===== src/rtl/crc32.sv =====
// crc32 - parallel reflected CRC-32 (IEEE 802.3 FCS) engine.
//
// Each clock it folds up to SLICE_LENGTH bytes into the running CRC. Lane 0
// is the first byte on the wire. A cycle with no valid lanes closes the frame,
// and the next non-empty word starts again from INITIAL_CRC.
//
// Ports:
//   clk      : clock, all state updates on the rising edge
//   rst      : asynchronous active-low reset
//   in_data  : SLICE_LENGTH byte lanes, lane k = in_data[8k+7:8k]
//   in_valid : per-lane qualifier; only the run of 1s from bit 0 is consumed
//   out_crc  : CRC of the current or most recent frame
module crc32 #(
  parameter int          SLICE_LENGTH     = 4,
  parameter logic [31:0] INITIAL_CRC      = 32'hFFFF_FFFF,
  parameter bit          INVERT_OUTPUT    = 1'b1,
  parameter bit          REGISTER_OUTPUT  = 1'b1,
  parameter int          MAX_SLICE_LENGTH = 16
) (
  input  logic                      clk,
  input  logic                      rst,
  input  logic [8*SLICE_LENGTH-1:0] in_data,
  input  logic [SLICE_LENGTH-1:0]   in_valid,
  output logic [31:0]               out_crc
);

  localparam logic [31:0] POLY_REFLECTED = 32'hEDB8_8320;
  localparam logic [31:0] RESET_OUT      = INVERT_OUTPUT ? ~INITIAL_CRC : INITIAL_CRC;

  // Reject slice widths the engine is not built for.
  if ((SLICE_LENGTH < 1) || (SLICE_LENGTH > MAX_SLICE_LENGTH)) begin : g_bad_slice_length
    $error("crc32: SLICE_LENGTH must lie in 1..MAX_SLICE_LENGTH");
  end

  // Advance a reflected CRC-32 over one byte, LSB first.
  function automatic logic [31:0] crc_byte(input logic [31:0] crc, input logic [7:0] data);
    logic [31:0] c;
    c = crc ^ {24'h00_0000, data};
    for (int b = 0; b < 8; b++) begin
      if (c[0]) begin
        c = (c >> 1) ^ POLY_REFLECTED;
      end else begin
        c = c >> 1;
      end
    end
    return c;
  endfunction

  logic [31:0] crc_reg_r;
  logic        idle_r;
  logic [31:0] seed_s;
  logic [31:0] next_crc_s;
  logic        run_s;
  logic        any_valid_s;
  logic [31:0] crc_out_s;

  // The byte count is a thermometer prefix of in_valid, so a word is
  // non-empty exactly when lane 0 is valid.
  assign any_valid_s = in_valid[0];

  // Fold the leading run of valid lanes into the seed; the first invalid lane
  // stops the run so later lanes (valid or not) are ignored.
  always_comb begin
    seed_s     = crc_reg_r;
    next_crc_s = crc_reg_r;
    run_s      = 1'b1;
    if (idle_r) begin
      seed_s = INITIAL_CRC;
    end else begin
      seed_s = crc_reg_r;
    end
    next_crc_s = seed_s;
    for (int k = 0; k < SLICE_LENGTH; k++) begin
      if (run_s && in_valid[k]) begin
        next_crc_s = crc_byte(next_crc_s, in_data[8*k +: 8]);
      end else begin
        run_s = 1'b0;
      end
    end
  end

  // CRC state and frame-boundary flag; an empty word holds the CRC and marks
  // the next non-empty word as the start of a new frame.
  always_ff @(posedge clk or negedge rst) begin
    if (!rst) begin
      crc_reg_r <= INITIAL_CRC;
      idle_r    <= 1'b1;
    end else if (any_valid_s) begin
      crc_reg_r <= next_crc_s;
      idle_r    <= 1'b0;
    end else begin
      idle_r    <= 1'b1;
    end
  end

  // Optional final complement of the state.
  always_comb begin
    crc_out_s = crc_reg_r;
    if (INVERT_OUTPUT) begin
      crc_out_s = ~crc_reg_r;
    end else begin
      crc_out_s = crc_reg_r;
    end
  end

  if (REGISTER_OUTPUT) begin : g_out_reg
    logic [31:0] out_reg_r;

    // Output pipeline stage, refreshed every cycle.
    always_ff @(posedge clk or negedge rst) begin
      if (!rst) begin
        out_reg_r <= RESET_OUT;
      end else begin
        out_reg_r <= crc_out_s;
      end
    end

    assign out_crc = out_reg_r;
  end else begin : g_out_comb
    assign out_crc = crc_out_s;
  end

endmodule


===== config.mk =====
export PLATFORM = sky130hd
export DESIGN_NAME = crc32
export DESIGN_NICKNAME = d
export VERILOG_FILES = /design/src/rtl/crc32.sv
export SDC_FILE = /design/constraint.sdc
export NUM_CORES = 1
export LEC_CHECK = 0
export ABC_CLOCK_PERIOD_IN_PS = 7000
export BUFFER_PORTS_ARGS = -buffer_cell sky130_fd_sc_hd__buf_2
export CAP_MARGIN = 20
export CELL_PAD_IN_SITES_DETAIL_PLACEMENT = 1
export CELL_PAD_IN_SITES_GLOBAL_PLACEMENT = 2
export CORE_UTILIZATION = 39
export DETAILED_ROUTE_END_ITERATION = 12
export PLACE_DENSITY = 0.91
export SYNTH_ARGS = -nofsm -noshare
export SYNTH_HDL_FRONTEND = slang
export SYNTH_SLANG_ARGS = --single-unit

===== constraint.sdc =====
create_clock -name clk -period 7 [get_ports clk]
set_input_delay 0.35 -clock clk [delete_from_list [all_inputs] [get_ports clk]]
set_output_delay 0.35 -clock clk [all_outputs]
set_load 0.02 [all_outputs]

Word-level counts from Yosys, hierarchy flattened
Cells that the tools add are included.
W data, S select, Z words.
Word-level totals
  input port bits: 38
  register bits after elaboration: 65
  logic and storage cells: 112
Cells by class
  mux-type cells: 69
  reduce and logical (&&, ||, !) cells: 3
  bitwise gates (word level): 37
Operators with widths (count)
  $mux W32: 65
  $not A13 Y14: 32
  $xor A32 B8 Y32: 4
  $not A32 Y32: 1
  $mux W1: 4
  $logic_and A1 B1 Y1: 3

Depth between registers and ports, before layout
  depth after elaboration: 101
  mapped depth: 21

Worst setup path before layout
No wires, ideal clock.
  path type: register to register
  start: reg crc_reg_r[4]
  end: reg crc_reg_r[24]
  setup time: 88 ps
  cell stages (with the launch flop): 18
  period minus slack after synthesis: 5128 ps
  required time: 6912 ps
  slack: 1872 ps
  path buffers: 2
  arrival time: 5040 ps
  cell sequence: dfstp_2 buf_6 xnor3_1 a21o_1 a211o_1 a31oi_4 xor2_4 xnor2_4 mux2i_1 and3_1 buf_4 xnor3_1 xnor3_2 o22ai_4 xor2_4 xor3_1 nor3b_1 or3_1
On the way
  longest elaborated chain between the ends: 78
  elaborated cells on any way between the ends: 93
RTL lines
  start, declared: RTL line 49  | logic [31:0] crc_reg_r;
  start signal, assigned: RTL line 89  | crc_reg_r <= next_crc_s;
  $mux W32 (*): RTL line 67  | if (idle_r) begin
  $xor A32 B8 Y32: RTL line 38  | c = crc ^ {24'h00_0000, data};
  $mux W32: RTL line 40  | if (c[0]) begin
  $mux W32: RTL line 74  | if (run_s && in_valid[k]) begin
  $mux W32: RTL line 40
  $mux W32: RTL line 74
  $mux W32: RTL line 40
  $mux W32: RTL line 74
  [62 not listed]
  $not A13 Y14 (no line) (tied with other cells)
  $mux W32 (on tied branches): RTL line 40, 74
  $mux W32 (on tied branches): RTL line 74, 40
  $mux W32 (on tied branches): RTL line 40, 74
  $mux W32 (on tied branches): RTL line 74, 40
  $not A13 Y14 (no line) or $mux W32 (tied branches)
  $mux W32: RTL line 40
  $mux W32 (*): RTL line 74
Mark *: on every way between the ends. The rest lies on a longest branch, timed or not. The select of a mux whose other input is x is not followed.
A chain may end at the register's enable or synchronous reset.

Final worst setup path
  start: reg idle_r
  end: reg crc_reg_r[24]
On the way
  longest elaborated chain between the ends: 82
  elaborated cells on any way between the ends: 98
RTL lines
  start, declared: RTL line 50  | logic idle_r;
  start signal, assigned: RTL line 87  | idle_r <= 1'b1;
  start signal, assigned: RTL line 90  | idle_r <= 1'b0;
  start signal, assigned: RTL line 92  | idle_r <= 1'b1;
  $mux W32 (*): RTL line 67
  $xor A32 B8 Y32: RTL line 38
  $not A13 Y14 (no line)
  $mux W32: RTL line 40
  $mux W32: RTL line 74
  $mux W32 or $not A13 Y14 (tied branches)
  $mux W32 (on tied branches): RTL line 74, 40
  $not A13 Y14 (no line) or $mux W32 (tied branches)
  [66 not listed]
  $not A13 Y14 (no line) or $mux W32 (tied branches)
  $mux W32 (on tied branches): RTL line 40, 74
  $mux W32 (on tied branches): RTL line 74, 40
  $mux W32 (on tied branches): RTL line 40, 74
  $mux W32 (on tied branches): RTL line 74, 40
  $not A13 Y14 (no line) or $mux W32 (tied branches)
  $mux W32: RTL line 40
  $mux W32 (*): RTL line 74
Marks and branches as above.

==> results.md <==
- Rel. slew slack: 24.8%
- Max H-tree Level: 3
- Hold buffers post-CTS: 0
- DR DRC count: 0
- Syn Inst Count: 998
- Crit share post-route: 88.0%
- Crit path cell chain: buf_4, nor2_1, xnor2_1, xnor3_1, xnor3_1, mux2i_1, nor2_1, mux2i_1, and3_1, xnor3_1, xnor3_2, o22ai_4, xor2_4, xor3_1, nor3b_1, or3_1
- Starting density of the core: 39.9%
- Most frequent cells in the layout: 156 x xnor2_1, 89 x nor2_1, 69 x buf_2
- Vias in the first global route: 7931
- Core area: 21900 um2
- Max-slew violations: 0
- Largest net degree at the start of global routing: 66
- Maximum root-to-sink buffer count: 2
- Asr flop ratio synth: 100%
- Crit Path Class: reg -> reg
- Most frequent cell on the critical path: xnor3_1
- Die Ht: 152 um
- Clock Pin Slew Worst Setup and Hold Paths: 0.06 ns
- Status: finished, final reports clean
- CTS tree: yes
- Share of the yosys chip area belonging to registers: 19.1%
- Share of layout cells above drive strength 1: 17.8%
- CTS buffer count: 9
- Flop2flop setup slack: 0.84 ns
- CP peak stage delay: 0.79 ns
- Die X: 152 um
- Post-Route Skew: 0.0115 ns
- Final core utilization: 43.7%
- Die area: 23000 um2
- Final WL: 33100 um
- Dpl hpwl: 26200 um
- RSZ-0062 raised after global routing: false
- Max-cap check violation count: 0
- ANT cells: 0
- Final ANT Viol Nets: 0
- Worst Reg-to-Reg Cells: 16
- Worst Path Max Fanout: 24
- Clock Sink Count: 65
- Total grt overflow: 0
- Setup Buffers After CTS: 0
- PostCTS Resize Cnt: 0
- Worst path arrival time: 6.42 ns
- Cell area after synthesis: 8740 um2
- Hold Vio Cnt, Final: 0
- Via count: 8070
- Row Count: 54
- Post-synth EDFFs: 0
- Layout Cells excl Fill: 1320
- Initial antenna violation count: 1
- Synth Warn #: 0
- Pre-antenna DRT Iters: 5
- Drt first-iter violations: 671
- Clock Latency Late Sink: 0.34 ns
- RR Startpoint: idle_r
- Total Routing Usage GR: 29.5%
- Endpoints failing setup: 0
- Placed cells: 1303
- CP endpoint kind: flop
- Clock root buffer: clkbuf_16
- Wire per inst: 25.1 um
- Top FF cell, synth: dfstp_2
- Via-to-Cell Ratio: 6.11
- Commonest non-fill, non-tap cell in the layout: xnor2_1
- Slew of the pin with the lowest slew margin: 1.12 ns
- Post-synth cell types: 94
- First-pass GRT wire length: 49200 um
- Placer congestion estimate: 0.952
- Max Freq: 162 MHz
- CP Launch Type: flop
- Crit Reg-Reg Endpoint: crc_reg_r[24]
- Final #Nets: 1073
- Post-Route Setup TNS: 0 ns
- Final min period: 6.16 ns
- Worst Path Required: 7.26 ns
- Syn_nets: 1036
- Area Overhead vs Synth: 9.51%
- # IOs: 70
- Slowest CP cell: dfstp_2
- Port Buffers: 69
- Synthesized flop and latch total: 65
- Mean area per synthesized cell: 8.75 um2
- Hold Path Class: in -> async
==> stage by stage <==
stage               setup slack (ns)  hold slack [ns]  cell area [um2]
floorplan                       1.87           0.0544             8740
global placement               0.832            0.433             9260
detailed placement             0.778            0.439             9270
CTS                            0.717            0.219             9560
global route                   0.521            0.260             9570
finish                         0.842            0.191             9570
==> logic make-up (layout without fill, tap and decap cells) <==
family                 Yosys count  after routing  synth area share, %
XOR/XNOR                       268            268                 35.8
buffers and inverters          109            151                 5.66
AO/OA/AOI/OAI                  243            243                 19.7
AND/OR/NAND/NOR                288            288                 16.8
flip-flops                      65             65                 19.1
multiplexers                    25             25                 2.95
==> layer usage <==
| metal | share of wire [%] | track usage (%) | vias up |
|---|---|---|---|
| li1 | - | - | 3641 |
| met1 | 43 | 38.9 | 4018 |
| met2 | 46 | 47.8 | 348 |
| met3 | 6.6 | 2.78 | 63 |
| met4 | 4.8 | 15.1 | 0 |
| met5 | 0 | 0 | - |
==> critical path: cells and delay by family, from the launching register on <==
family                    cells  cell delay [ns]
AOI/OAI and AO/OA             1             0.23
xor gates and xnor gates      7             2.60
buffers and inverters         1             0.28
DFF                           1             0.79
muxes                         2             1.01
and+or+nand+nor               5             1.17
==> cell type report <==
cell class              instances  area, um2
flip-flops and latches         65       1670
inverters                      42        158
clock inverters                 5       56.3
clock buffers                  11        233
well taps                     280        350
repair buffers                 93        526
multi-input cells             824       6580
fillers                      2632      12300
==> flip-flops by register name, indices dropped and copies added (netlist names) <==
name	flops
idle_r	1
crc_reg_r	32
out_crc	32
==> Yosys cell counts, types with 4 or more instances <==
cell type / count / area, um2
buf_6: 4 / 45.0
xnor2_2: 8 / 130
dfstp_2: 33 / 867
xnor2_4: 5 / 138
o211ai_1: 15 / 113
and4_1: 4 / 35.0
nor2_1: 90 / 338
a221oi_1: 5 / 43.8
a211oi_1: 9 / 67.6
and2_1: 6 / 37.5
nand2_1: 55 / 206
o22ai_1: 16 / 100
clkbuf_1: 28 / 105
and3_1: 9 / 56.3
a21oi_1: 48 / 240
o21a_1: 10 / 75.1
nor3_1: 28 / 140
nand4_1: 9 / 56.3
nor4_1: 7 / 43.8
a31oi_1: 12 / 75.1
a21o_1: 9 / 67.6
o221ai_1: 7 / 61.3
buf_1: 7 / 26.3
buf_2: 20 / 100
dfrtp_1: 32 / 801
xnor3_1: 30 / 676
nand3_1: 20 / 100
a41oi_1: 4 / 35.0
o21ai_0: 41 / 205
mux2i_1: 21 / 210
a22oi_1: 8 / 60.1
nand4b_1: 7 / 61.3
xor2_1: 54 / 473
o21ai_1: 8 / 40.0
nor3b_1: 8 / 60.1
xnor2_1: 156 / 1370
inv_1: 42 / 158
xor3_1: 9 / 214
buf_4: 8 / 60.1
a211o_1: 7 / 61.3
or3_1: 16 / 100
==> worst max path at each step <==
stage | startpoint | to | slack [ns] | cells past startpoint
finish | idle_r | crc_reg_r[24] | 0.84 | 16
global route | idle_r | crc_reg_r[24] | 0.52 | 16
CTS | idle_r | crc_reg_r[14] | 0.72 | 17
detailed placement | idle_r | crc_reg_r[18] | 0.78 | 16
global placement | idle_r | crc_reg_r[18] | 0.83 | 16
floorplan | crc_reg_r[4] | crc_reg_r[24] | 1.87 | 17
Power is not shown: default switching activity piles up to over one toggle a cycle in this logic, so the estimate is an artifact.
